==> config.mk <==
export PLATFORM = sky130hd
export DESIGN_NAME = ping_pong_monitor
export DESIGN_NICKNAME = d
export VERILOG_FILES = /design/src/rtl/ppc_pkg.sv /design/src/rtl/ppc_predict.sv /design/src/rtl/ping_pong_monitor.sv
export SDC_FILE = /design/constraint.sdc
export NUM_CORES = 1
export LEC_CHECK = 0
export CORE_MARGIN = 8
export CORE_UTILIZATION = 40
export DETAILED_ROUTE_END_ITERATION = 16
export DONT_BUFFER_PORTS = 1
export GPL_ROUTABILITY_DRIVEN = 0
export PLACE_DENSITY = 0.6
export SLEW_MARGIN = 25
export SYNTH_ARGS = -nofsm -noshare
export SYNTH_HDL_FRONTEND = slang
export SYNTH_SLANG_ARGS = --single-unit
==> constraint.sdc <==
create_clock -name clk -period 4.4 [get_ports clk]
set_input_delay 0.88 -clock clk [delete_from_list [all_inputs] [get_ports clk]]
set_output_delay 0.88 -clock clk [all_outputs]
set_load 0.005 [all_outputs]
==> src/rtl/ppc_pkg.sv <==
`default_nettype none
// +----------------------------------------------------------------------+
// | Module      : ppc_pkg                                                |
// | Description : Shared types and constants for the ping-pong counter   |
// |               monitor: error codes, tracker states, default width.   |
// | Revision    : 1.0 - initial release                                  |
// +----------------------------------------------------------------------+
package ppc_pkg;

  localparam int DEF_W = 4;

  localparam logic [1:0] ERR_NONE = 2'b00;
  localparam logic [1:0] ERR_VAL  = 2'b01;
  localparam logic [1:0] ERR_DIR  = 2'b10;
  localparam logic [1:0] ERR_RST  = 2'b11;

  typedef enum logic [1:0] {
    WAIT  = 2'd0,
    TRACK = 2'd1,
    FAULT = 2'd2
  } ppc_state_e;

endpackage
`default_nettype wire

==> src/rtl/ppc_predict.sv <==
`default_nettype none
// +----------------------------------------------------------------------+
// | Module      : ppc_predict                                            |
// | Description : Combinational model of one ping-pong counter step.     |
// |               Given the values the counter consumed at an edge, it   |
// |               returns the value/direction the counter must show next |
// |               and whether that step is a hold.                       |
// | Revision    : 1.0 - initial release                                  |
// +----------------------------------------------------------------------+
module ppc_predict
  import ppc_pkg::*;
#(
  parameter int W = DEF_W
) (
  input  logic [W-1:0] out,
  input  logic         dir,
  input  logic         en,
  input  logic         flip,
  input  logic [W-1:0] max,
  input  logic [W-1:0] min,
  output logic [W-1:0] nxt_out,
  output logic         nxt_dir,
  output logic         is_hold
);

  logic w_move;

  // Counter only advances when enabled, the window is non-empty and out lies inside it.
  always_comb begin
    w_move  = en && (min < max) && (min <= out) && (out <= max);
    nxt_out = out;
    nxt_dir = dir;
    is_hold = !w_move;
    if (w_move) begin
      if (out == max) begin
        nxt_dir = 1'b0;
      end else if (out == min) begin
        nxt_dir = 1'b1;
      end else begin
        nxt_dir = dir ^ flip;
      end
      nxt_out = nxt_dir ? (out + W'(1)) : (out - W'(1));
    end
  end

endmodule
`default_nettype wire

==> src/rtl/ping_pong_monitor.sv <==
`default_nettype none
// +----------------------------------------------------------------------+
// | Module      : ping_pong_monitor                                      |
// | Description : Passive checker for the ping-pong counter. Samples the |
// |               counter's inputs and outputs every edge, predicts the  |
// |               next observation, flags mismatches and decodes bounce, |
// |               flip and hold events.                                  |
// | Revision    : 1.0 - initial release                                  |
// +----------------------------------------------------------------------+
module ping_pong_monitor
  import ppc_pkg::*;
#(
  parameter int W     = DEF_W,
  parameter int CNT_W = 8
) (
  input  logic             clk,
  input  logic             rst_n,
  input  logic             enable,
  input  logic             flip,
  input  logic [W-1:0]     max,
  input  logic [W-1:0]     min,
  input  logic [W-1:0]     out_in,
  input  logic             dir_in,
  input  logic             clear,
  output logic             bounce_top,
  output logic             bounce_bot,
  output logic             flip_seen,
  output logic             hold_seen,
  output logic             err,
  output logic [1:0]       err_code,
  output logic [CNT_W-1:0] bounce_cnt,
  output logic [CNT_W-1:0] err_cnt
);

  localparam logic [CNT_W-1:0] c_cnt_max = {CNT_W{1'b1}};

  ppc_state_e       r_state, w_state_nxt;

  logic [W-1:0]     r_prev_out, r_prev_max, r_prev_min;
  logic             r_prev_dir, r_prev_en, r_prev_flip;

  logic [W-1:0]     w_pred_out;
  logic             w_pred_dir, w_pred_hold;

  logic             w_obs_top, w_obs_bot, w_obs_flip;
  logic             w_ev_top, w_ev_bot, w_ev_flip, w_ev_hold;
  logic             w_err_val, w_err_dir, w_err_rst, w_err_any;
  logic [1:0]       w_err_code;

  logic             r_bounce_top, r_bounce_bot, r_flip_seen, r_hold_seen, r_err;
  logic [1:0]       r_err_code;
  logic [CNT_W-1:0] r_bounce_cnt, r_err_cnt;

  // Expected observation, derived from what the counter consumed at the previous edge.
  ppc_predict #(.W(W)) u_predict (
    .out     (r_prev_out),
    .dir     (r_prev_dir),
    .en      (r_prev_en),
    .flip    (r_prev_flip),
    .max     (r_prev_max),
    .min     (r_prev_min),
    .nxt_out (w_pred_out),
    .nxt_dir (w_pred_dir),
    .is_hold (w_pred_hold)
  );

  // Capture the sample the counter consumes at this edge; it becomes the next reference.
  always_ff @(posedge clk or negedge rst_n) begin
    if (!rst_n) begin
      r_prev_out  <= '0;
      r_prev_dir  <= 1'b0;
      r_prev_en   <= 1'b0;
      r_prev_flip <= 1'b0;
      r_prev_max  <= '0;
      r_prev_min  <= '0;
    end else begin
      r_prev_out  <= out_in;
      r_prev_dir  <= dir_in;
      r_prev_en   <= enable;
      r_prev_flip <= flip;
      r_prev_max  <= max;
      r_prev_min  <= min;
    end
  end

  // Tracker state register.
  always_ff @(posedge clk or negedge rst_n) begin
    if (!rst_n) begin
      r_state <= WAIT;
    end else begin
      r_state <= w_state_nxt;
    end
  end

  // Next state, mismatch detection and event decode; FAULT skips the compare so the
  // offending sample can serve as the new reference.
  always_comb begin
    w_state_nxt = r_state;
    w_err_val   = 1'b0;
    w_err_dir   = 1'b0;
    w_err_rst   = 1'b0;
    w_ev_top    = 1'b0;
    w_ev_bot    = 1'b0;
    w_ev_flip   = 1'b0;
    w_ev_hold   = 1'b0;
    w_obs_top   = (r_prev_out == r_prev_max) && r_prev_dir && !dir_in;
    w_obs_bot   = (r_prev_out == r_prev_min) && !r_prev_dir && dir_in;
    w_obs_flip  = (dir_in != r_prev_dir) && (r_prev_out != r_prev_max) &&
                  (r_prev_out != r_prev_min);
    case (r_state)
      WAIT: begin
        w_err_rst   = (out_in != min) || !dir_in;
        w_state_nxt = TRACK;
      end
      TRACK: begin
        w_err_val = (out_in != w_pred_out);
        w_err_dir = (dir_in != w_pred_dir);
        if (w_err_val || w_err_dir) begin
          w_state_nxt = FAULT;
        end else begin
          w_ev_top  = w_obs_top;
          w_ev_bot  = w_obs_bot;
          w_ev_flip = w_obs_flip;
          w_ev_hold = w_pred_hold;
        end
      end
      FAULT: begin
        w_ev_top    = w_obs_top;
        w_ev_bot    = w_obs_bot;
        w_ev_flip   = w_obs_flip;
        w_ev_hold   = w_pred_hold;
        w_state_nxt = TRACK;
      end
      default: begin
        w_state_nxt = WAIT;
      end
    endcase
    w_err_any  = w_err_val || w_err_dir || w_err_rst;
    w_err_code = w_err_rst ? ERR_RST : (w_err_val ? ERR_VAL : ERR_DIR);
  end

  // Registered event pulses plus sticky error and saturating counters; clear wins.
  always_ff @(posedge clk or negedge rst_n) begin
    if (!rst_n) begin
      r_bounce_top <= 1'b0;
      r_bounce_bot <= 1'b0;
      r_flip_seen  <= 1'b0;
      r_hold_seen  <= 1'b0;
      r_err        <= 1'b0;
      r_err_code   <= ERR_NONE;
      r_bounce_cnt <= '0;
      r_err_cnt    <= '0;
    end else begin
      r_bounce_top <= w_ev_top;
      r_bounce_bot <= w_ev_bot;
      r_flip_seen  <= w_ev_flip;
      r_hold_seen  <= w_ev_hold;
      if (clear) begin
        r_err        <= 1'b0;
        r_err_code   <= ERR_NONE;
        r_bounce_cnt <= '0;
        r_err_cnt    <= '0;
      end else begin
        if (w_err_any) begin
          r_err <= 1'b1;
          if (!r_err) begin
            r_err_code <= w_err_code;
          end
          if (r_err_cnt != c_cnt_max) begin
            r_err_cnt <= r_err_cnt + CNT_W'(1);
          end
        end
        if ((w_ev_top || w_ev_bot) && (r_bounce_cnt != c_cnt_max)) begin
          r_bounce_cnt <= r_bounce_cnt + CNT_W'(1);
        end
      end
    end
  end

  assign bounce_top = r_bounce_top;
  assign bounce_bot = r_bounce_bot;
  assign flip_seen  = r_flip_seen;
  assign hold_seen  = r_hold_seen;
  assign err        = r_err;
  assign err_code   = r_err_code;
  assign bounce_cnt = r_bounce_cnt;
  assign err_cnt    = r_err_cnt;

`ifndef SYNTHESIS
  ap_no_double_bounce: assert property (@(posedge clk) disable iff (!rst_n)
    !(bounce_top && bounce_bot));
`endif

endmodule
`default_nettype wire

**After elaboration in Yosys (flattened, before gate mapping)**

Index checks and enable logic that the tools add are counted.

- Memories: 0
- Bits in latches: 0
- Bits in writable memories: 0
- Logic and storage cells: 93
- Output and inout port bits: 23
- ROM bits: 0
- Input bits: 18
- Register bits: 40

- Div/mod/pow operators: 0
- Reduce and logical (&&, ||, !) cells: 25
- Equality and inequality tests: 14
- Mux-type cells: 31
- Bitwise operators: 1
- Magnitude comparators: 3
- $add $sub $neg: 4
- Shifts and indexed selects: 0
- Multiply operators: 0

Operator list:

| kind | number |
|---|---|
| 2-to-1 mux 8 bit | 5 |
| adder 8 x 1 -> 8 bit (second input constant) | 2 |
| inequality test 4 bit | 4 |
| inequality test 8 bit (second input constant) | 2 |
| 2-to-1 mux 1 bit | 13 |
| 2-to-1 mux 2 bit | 6 |
| logical AND 1 bit | 10 |
| equality test 4 bit | 2 |
| less-or-equal comparator 4 bit | 2 |
| 2-to-1 mux 4 bit | 2 |
| case mux 1 bit (2 select lines) | 4 |
| nonzero test 2 bit | 3 |
| logical OR 1 bit | 5 |
| adder 4 x 1 -> 4 bit (second input constant) | 1 |
| less-than comparator 4 bit | 1 |
| inequality test 2 bit (second input constant) | 2 |
| case mux 2 bit (2 select lines) | 1 |
| AND reduction 2 bit | 2 |
| subtractor 4 x 1 -> 4 bit (second input constant) | 1 |
| logical NOT 1 bit | 3 |
| equality test 2 x 1 -> 1 bit (second input constant) | 1 |
| equality test 2 bit (second input constant) | 1 |
| logical NOT 2 bit | 1 |
| inequality test 1 bit | 2 |
| 2 further kinds | 2 |

**Longest topological paths before layout**

Gate-level depths: netlist of run 1.

- Depth after elaboration: 15
- Gate-level depth with buffers: 14
- Depth with buffers taken out: 13

**By module**

A second synthesis of run 1 with hierarchy kept.

- Cells, all modules: 241
- Area, all modules: 2560.0 sq um

By module, submodules not included:

| module | seq. area each (sq um) | area an instance (sq um) | cells each | instances |
|---|---|---|---|---|
| ping_pong_monitor | 1001.0 | 2085.8 | 188 | 1 |
| ppc_predict | 0.0 | 474.2 | 53 | 1 |

**Worst setup path after synthesis of run 1**

OpenSTA, ideal clock, no wires.

- Kind: register -> register
- Start point: register r_prev_out[1]
- End point: register r_err_cnt[3] (netlist: err_cnt[3])
- Path buffers: 1
- Arrival: 3.348 ns
- Stages on the path, launching flop included: 15
- Data required time: 4.272 ns
- Setup time: 0.128 ns
- Slack: 0.925 ns
- Period minus slack after synthesis: 3.475 ns
- Cells stage by stage: dfrtp_1 inv_1 ha_1 and4_1 o21bai_4 ha_1 a21o_1 a21oi_2 xnor2_2 xnor2_2 a311o_1 a31o_1 buf_2 a211oi_1 mux2_1

- Longest elaborated chain between the ends: 12
- Elaborated cells between the ends (all ways): 22
- Those cells by class: add/sub (2); order compare (2); eq/ne (4); mux (8); reduce/logical (6)

RTL lines:

| item | line | text |
|---|---|---|
| start: declaration | ping_pong_monitor.sv:39 | `logic [W-1:0] r_prev_out, r_prev_max, r_prev_min;` |
| start signal: assignment | ping_pong_monitor.sv:77 | `r_prev_out <= out_in;` |
| equality test 4 bit | ppc_predict.sv:37 | `end else if (out == min) begin` |
| 2-to-1 mux 1 bit | ppc_predict.sv:37 |  |
| 2-to-1 mux 1 bit | ppc_predict.sv:35 | `if (out == max) begin` |
| 2-to-1 mux 1 bit | ppc_predict.sv:34 | `if (w_move) begin` |
| 2-to-1 mux 4 bit | ppc_predict.sv:42 | `nxt_out = nxt_dir ? (out + W'(1)) : (out - W'(1));` |
| 2-to-1 mux 4 bit | ppc_predict.sv:34 |  |
| inequality test 4 bit | ping_pong_monitor.sv:116 | `w_err_val = (out_in != w_pred_out);` |
| 2-to-1 mux 1 bit | ping_pong_monitor.sv:110 | `case (r_state)` |
| logical OR 1 bit (*) (2 in series) | ping_pong_monitor.sv:138 | `w_err_any = w_err_val \|\| w_err_dir \|\| w_err_rst;` |
| nonzero test 2 bit (no source line) (*) | - |  |
| AND reduction 2 bit (no source line) (*) | - |  |
| end signal: assignment | ping_pong_monitor.sv:170 | `r_err_cnt <= r_err_cnt + CNT_W'(1);` |
| end: declaration | ping_pong_monitor.sv:52 | `logic [CNT_W-1:0] r_bounce_cnt, r_err_cnt;` |

Every way passes the cells marked *; elsewhere a longest branch is shown, timed or not. The select of a mux whose other input is x is not followed.
A chain may end at the register's enable or synchronous reset.

**Final worst setup path of run 1**

- Start point: register r_prev_out[1]
- End point: register r_err_cnt[7] (netlist: err_cnt[7])

The elaborated chain is that of the path after synthesis.

==> results of run 1 <==
[registers in the layout, indices dropped and copies added, names as in the netlist, 2 cells and up]
register and cells:
bounce_cnt 8, err_cnt 8, err_code 2, r_prev_max 4, r_prev_min 4, r_prev_out 4, r_state 2
[layout make-up]
cell class / instances / area [sq um]
clock buffers: 6 / 82.6
clock inverters: 2 / 10.0
fillers: 583 / 3290
inverters: 22 / 82.6
multi-input cells: 182 / 1400
flip-flops and latches: 40 / 1000
well taps: 75 / 93.8
[power by group]
part           total (mW)  switching (mW)  internal (mW)
registers           0.453          0.0443          0.409
clock network       0.256           0.130          0.125
logic               0.321           0.194          0.127
[Yosys cell counts (3+ instances only)]
master,instances,area (sq um)
and2_1,4,25.0
nor2b_1,7,43.8
inv_1,22,82.6
dfrtp_1,40,1000
mux2i_1,3,30.0
nand3_1,5,25.0
o2111ai_1,6,52.6
nand2_1,20,75.1
mux2_1,7,78.8
o31ai_1,3,22.5
ha_1,20,250
a21oi_1,14,70.1
a21o_1,3,22.5
o41ai_1,4,35.0
xor2_1,5,43.8
nor2_1,25,93.8
a211oi_1,7,52.6
o21ai_0,4,20.0
xnor2_1,5,43.8
[how the worst max path moves through the flow]
stage                              from          to  cells after the start
after global routing      r_prev_out[1]  err_cnt[7]                     13
after floorplan           r_prev_out[1]  err_cnt[3]                     14
final                     r_prev_out[1]  err_cnt[7]                     13
after detailed placement  r_prev_out[1]  err_cnt[7]                     13
after global placement    r_prev_out[1]  err_cnt[7]                     13
after CTS                 r_prev_out[1]  err_cnt[7]                     13
[layer usage]
layer	vias to the layer above	track usage [%]	share of wire, %
met5	-	0	0
met4	0	2.99	0.73
met3	4	5.63	8.6
met2	36	20.5	47
met1	874	16.0	44
li1	893	-	-
[stage by stage]
stage	area (sq um)	power (mW)	hold WS, ns	worst slack (ns)	utilization [%]
after floorplan	2490	0.705	0.487	0.925	-
after global placement	2560	0.773	0.519	0.698	43.1
after detailed placement	2580	0.784	0.520	0.609	43.3
after CTS	2670	1.05	0.255	0.611	44.8
after global routing	2670	1.11	0.242	0.395	44.8
final	2670	1.03	0.269	0.610	44.8
[critical path, delay by kind of cell, from the launching register on]
kind | cells | cell delay, ns
AND/OR/NAND/NOR | 1 | 0.26
AO/OA/AOI/OAI | 7 | 2.07
XOR/XNOR | 2 | 0.25
buffers and inverters | 1 | 0.08
adder cells (fa/ha/maj) | 2 | 0.57
flip-flops | 1 | 0.45
[placed cells by master (no fill, tap or decap), types with 6 or more instances in the layout]
| cell type | instances |
|---|---|
| a21oi_1 | 14 |
| nor2_1 | 25 |
| ha_1 | 20 |
| mux2_1 | 7 |
| dfrtp_1 | 40 |
| a211oi_1 | 7 |
| inv_1 | 22 |
| o2111ai_1 | 6 |
| clkbuf_8 | 6 |
| nor2b_1 | 7 |
| nand2_1 | 20 |
[logic make-up (layout without fill, tap and decap cells)]
| group | count (synthesis) | after routing |
|---|---|---|
| fa+ha+maj | 21 | 21 |
| simple gates | 74 | 74 |
| flops | 40 | 40 |
| buf+inv | 27 | 30 |
| xor+xnor | 13 | 13 |
| compound gates | 63 | 63 |
| mux | 11 | 11 |
==> results.py, run 1 <==
metrics = {
    "yosys": {
        "yosys.area_share.simple_pct": 14.3,
        "yosys_register_bits": 40,
        "ys_warn_count": 0,
        "synth-xor-area-share_pct": 5.48,
        "muxShareOfSynthArea_pct": 4.82,
        "syn_avg_cell_area_sq_um": 10.0,
        "synth_compound_area_share_pct": 19.9,
        "synth_edf_count": 0,
        "syn_inst": 249,
        "synth_cell_types": 56,
        "postSynth.asyncResetShare_pct": 100,
        "syn_nets": 288,
        "ys_seq_area_share_pct": 40.2,
        "synth_top_family_by_area": "compound AO/OA/AOI/OAI gates",
        "synth_fa_ha_area_share_pct": 10.9,
        "synth_ff_type": "dfrtp_1",
        "synth_area_sq_mm": 0.00249,
    },
    "place": {
        "dp_hpwl_um": 4230,
        "placed_cells_incl_taps": 319,
        "port_buffers": 0,
    },
    "drt": {
        "dr.pass1.iters": 6,
        "dr.first_iter.drc_count": 79,
        "antenna_left": 0,
        "via_count": 1807,
        "post-route-drc-count": 0,
        "wl_per_cell_um": 16.9,
        "viasPerCell": 5.53,
        "wirelength_um": 5520,
    },
    "critical_path": {
        "path_class": "register to register",
        "r2r-start": "r_prev_out[1]",
        "cp_cell_sequence": "inv_1, ha_1, and4_1, o21bai_4, ha_1, a21o_1, a21oi_2, xnor2_2, xnor2_2, a311o_1, a31o_1, a2111o_1, a221oi_1",
        "critPathLaunchType": "register",
        "cp.arrival_ns": 3.99,
        "r2r_setup_slack_ns": 0.61,
        "required_ns": 4.60,
        "critPathMaxStageDelay_ns": 0.47,
        "critPathSlowestCell": "a2111o_1",
        "end_kind": "register",
        "crit-reg2reg-capture": "err_cnt[7]",
        "r2r_cells": 13,
        "cp_max_fo": 11,
    },
    "global_route": {
        "grt.overflow.total": 0,
        "grt_pass1_vias": 1854,
        "grt_usage_pct": 13.0,
        "antenna_found_initial": 0,
        "grt_max_degree": 41,
        "grt_pass1_wl_um": 9200,
    },
    "status": {
        "status": "finished, final reports clean",
    },
    "floorplan": {
        "rows": 28,
        "dieHeight_um": 94.9,
        "start_util_pct": 41.8,
        "core_sq_mm": 0.00596,
        "pin_count": 41,
        "die_area_sq_mm": 0.00901,
        "die_w_um": 94.9,
    },
    "cells_and_area": {
        "instances_no_fill": 327,
        "antenna_cells": 0,
        "layout.nets": 290,
        "post_route_cells_drive_above_1_share_pct": 7.94,
        "areaGrowthSynthToFinish_pct": 7.19,
    },
    "clocking": {
        "cts_made_buffers": 5,
        "cts.sinks": 40,
        "cts_resized": 0,
        "postCtsSetupBuffers": 0,
        "cts_root_buf": "clkbuf_8",
        "cts_tree": "yes",
        "clk_latency_ns": 0.30,
        "htreeDepth": 2,
        "cts_hold_buf": 0,
        "clk_pin_slew_ns": 0.08,
        "clock_path_buffers": 2,
    },
    "power_and_ir_drop": {
        "leakage_nw": 1.18,
        "ir_drop_mv": 0.211,
        "power.density_mw_per_mm2": 386,
    },
    "timing": {
        "finalCriticalPeriod_ns": 3.79,
        "tightestPinTransition_ns": 0.720,
        "rsz0062_at_grt": "no",
        "max_freq_mhz": 264,
        "fin_skew_ns": 0.00718,
        "fin_tns_setup_ns": 0,
        "finalHoldViolCount": 0,
        "slew_headroom_pct": 51.8,
        "fin_crit_sh_pct": 86.1,
        "setup_violations": 0,
        "finalMaxSlewViolations": 0,
    },
    "flow_run": {
        "max_cap_violations": 0,
    },
    "worst_hold_path": {
        "hp-class": "input port to async pin",
    },
}
(Power assumes the default switching activity.)
==> inputs of run 2 (changes only) <==
--- a/config.mk
+++ b/config.mk
@@ -10,6 +10,7 @@
 export DETAILED_ROUTE_END_ITERATION = 16
 export DONT_BUFFER_PORTS = 1
 export GPL_ROUTABILITY_DRIVEN = 0
+export GPL_TIMING_DRIVEN = 0
 export PLACE_DENSITY = 0.6
 export SLEW_MARGIN = 25
 export SYNTH_ARGS = -nofsm -noshare
==> run 2 against run 1 <==
Combinational power about the same. Clock skew down 0.0042 ns. Non-clock buffer count up 5. Critical path depth up 1. Cell count up 1.5%. Die area unchanged. Register-to-register slack worse by 0.10 ns. Core utilization rose by 0.13 points. Fmax decreased by 2.6%. Sequential share of layout area fell by 0.11 points. Critical path type unchanged. Critical endpoint is now err_cnt[4].
==> results.py, run 2 (synthesis results as in run 1) <==
metrics = {
    "status": {
        "status": "finished, final reports clean",
    },
    "timing": {
        "fin_tns_setup_ns": 0,
        "fin_skew_ns": 0.00298,
        "finalCriticalPeriod_ns": 3.89,
        "max_freq_mhz": 257,
        "fin_crit_sh_pct": 88.4,
        "finalHoldViolCount": 0,
        "slew_headroom_pct": 55.1,
        "finalMaxSlewViolations": 0,
        "setup_violations": 0,
        "rsz0062_at_grt": "no",
        "tightestPinTransition_ns": 0.665,
    },
    "power_and_ir_drop": {
        "leakage_nw": 1.18,
        "seq_power_share_pct": 44.3,
        "p_sw_mw": 0.371,
        "p_comb_share_pct": 31.2,
        "ir_drop_mv": 0.205,
        "internal_power_mw": 0.659,
        "switching_share_pct": 36.0,
        "fin_total_pwr_mw": 1.03,
        "clkPwrFrac_pct": 24.6,
        "power.density_mw_per_mm2": 385,
    },
    "critical_path": {
        "critPathLaunchType": "register",
        "critPathMaxStageDelay_ns": 0.46,
        "cp.arrival_ns": 4.07,
        "cp_cell_sequence": "inv_1, ha_1, and4_1, o21bai_4, ha_1, a21o_1, a21oi_2, xnor2_2, xnor2_2, a311o_1, a31o_1, buf_2, a211oi_1, mux2_1",
        "required_ns": 4.58,
        "path_class": "register to register",
        "end_kind": "register",
        "crit_family": "compound AO/OA/AOI/OAI gates",
        "crit_buf_inv": 2,
        "cp_max_fo": 10,
        "critPathSlowestCell": "dfrtp_1",
    },
    "cells_and_area": {
        "antenna_cells": 0,
        "layout_commonest_cell": "dfrtp_1",
        "layout_common_cells": "dfrtp_1 (40), nor2_1 (25), inv_1 (22)",
        "fill_cells": 590,
        "areaGrowthSynthToFinish_pct": 7.49,
        "post_route_cells_drive_above_1_share_pct": 7.78,
        "layout.nets": 295,
    },
    "drt": {
        "via_count": 1841,
        "dr.first_iter.drc_count": 79,
        "antenna_left": 0,
        "post-route-drc-count": 0,
        "viasPerCell": 5.55,
        "wl_per_cell_um": 16.7,
        "dr.pass1.iters": 4,
        "wirelength_um": 5530,
    },
    "global_route": {
        "grt_usage_pct": 13.3,
        "grt.overflow.total": 0,
        "grt_pass1_wl_um": 9510,
        "antenna_found_initial": 0,
        "grt_pass1_vias": 1898,
        "grt_max_degree": 41,
    },
    "worst_hold_path": {
        "hp-class": "input port to async pin",
    },
    "floorplan": {
        "pin_count": 41,
        "die_area_sq_mm": 0.00901,
        "rows": 28,
        "dieHeight_um": 94.9,
        "start_util_pct": 41.8,
        "core_sq_mm": 0.00596,
        "die_w_um": 94.9,
    },
    "clocking": {
        "postCtsSetupBuffers": 0,
        "clk_pin_slew_ns": 0.08,
        "clock_path_buffers": 2,
        "cts_hold_buf": 0,
        "cts.sinks": 40,
        "cts_made_buffers": 5,
        "cts_resized": 0,
        "htreeDepth": 2,
        "cts_tree": "yes",
        "cts_root_buf": "clkbuf_8",
        "clk_latency_ns": 0.29,
    },
    "place": {
        "port_buffers": 0,
        "dp_hpwl_um": 4290,
    },
    "flow_run": {
        "max_cap_violations": 0,
    },
}
## run 2: changes by cell type in the layout (fill, tap and decap cells not counted), sizes merged
cell / before / now
buf: 0 / 2
clkbuf: 6 / 8
dlygate4sd3: 0 / 1
## run 2: final cells by class
cell class	count	area, sq um	share of cell area (%)
plain buffers	5	26.3	0.982
multi-input cells	182	1380	51.6
inverters	22	82.6	3.09
well taps	75	93.8	3.51
clock buffers	6	82.6	3.09
clock inverters	2	10.0	0.374
flip-flops and latches	40	1000	37.4
## run 2: worst register-to-register path: stages, from the launching register on
cell	delay, ns
dfrtp_1	0.46
inv_1	0.10
ha_1	0.30
and4_1	0.28
o21bai_4	0.27
ha_1	0.28
a21o_1	0.19
a21oi_2	0.17
xnor2_2	0.10
xnor2_2	0.17
a311o_1	0.35
a31o_1	0.23
buf_2	0.18
a211oi_1	0.34
mux2_1	0.36
## run 2: power by group through the flow
stage | sequential, mW | clock [mW] | combinational, mW
floorplan | 0.449 | 0 | 0.256
global placement | 0.464 | 0 | 0.315
detailed placement | 0.466 | 0 | 0.321
CTS | 0.459 | 0.268 | 0.323
global route | 0.464 | 0.279 | 0.371
finish | 0.456 | 0.253 | 0.321
## run 2: worst paths after layout
check,start,to,slack [ns],depth (start not counted)
worst max register to register,r_prev_out[1],err_cnt[4],0.51,14
worst min register to register,err_code[0],err_code[0],0.54,1
min in group clk,err_code[0],err_code[0],0.54,1
worst max-delay path,r_prev_out[1],err_cnt[4],0.51,14
max in group asynchronous,rst_n,r_state[1],4.04,0
worst min-delay path,rst_n,r_prev_max[0],0.28,0
## run 2: metrics by stage
step	worst slack [ns]	cell area [sq um]	hold slack, ns	instances	utilization, %
after global routing	0.260	2680	0.255	332	44.9
after detailed placement	0.526	2580	0.532	324	43.4
final	0.510	2680	0.276	332	44.9
after CTS	0.502	2680	0.264	332	44.9
after global placement	0.560	2580	0.533	324	43.4
after floorplan	0.925	2490	0.487	249	-
## run 2: metal layers
metal	global-route usage, %	vias up	part of all wire (%)
li1	-	901	-
met1	16.1	897	43
met2	22.0	38	48
met3	4.84	5	7.8
met4	3.25	0	0.83
met5	0	-	0
==> inputs of run 3 (changes only) <==
--- a/config.mk
+++ b/config.mk
@@ -5,6 +5,7 @@
 export SDC_FILE = /design/constraint.sdc
 export NUM_CORES = 1
 export LEC_CHECK = 0
+export CAP_MARGIN = 25
 export CORE_MARGIN = 8
 export CORE_UTILIZATION = 40
 export DETAILED_ROUTE_END_ITERATION = 16
==> constraint.sdc (replaced) <==
create_clock -name clk -period 4.6 [get_ports clk]
set_input_delay 0.92 -clock clk [delete_from_list [all_inputs] [get_ports clk]]
set_output_delay 0.92 -clock clk [all_outputs]
set_load 0.005 [all_outputs]
==> results of run 3 <==
Same layout as run 2 (identical final DEF). Status: finished, final reports clean.
Among the figures that moved: setup slack after placement 0.526 ns -> 0.726 ns; setup slack after layout 0.510 ns -> 0.710 ns; hold slack 0.276 ns -> 0.316 ns; register-to-register setup slack 0.51 ns -> 0.71 ns; total power 1.03 mW -> 0.985 mW; worst IR drop on VDD 0.205 mV -> 0.196 mV
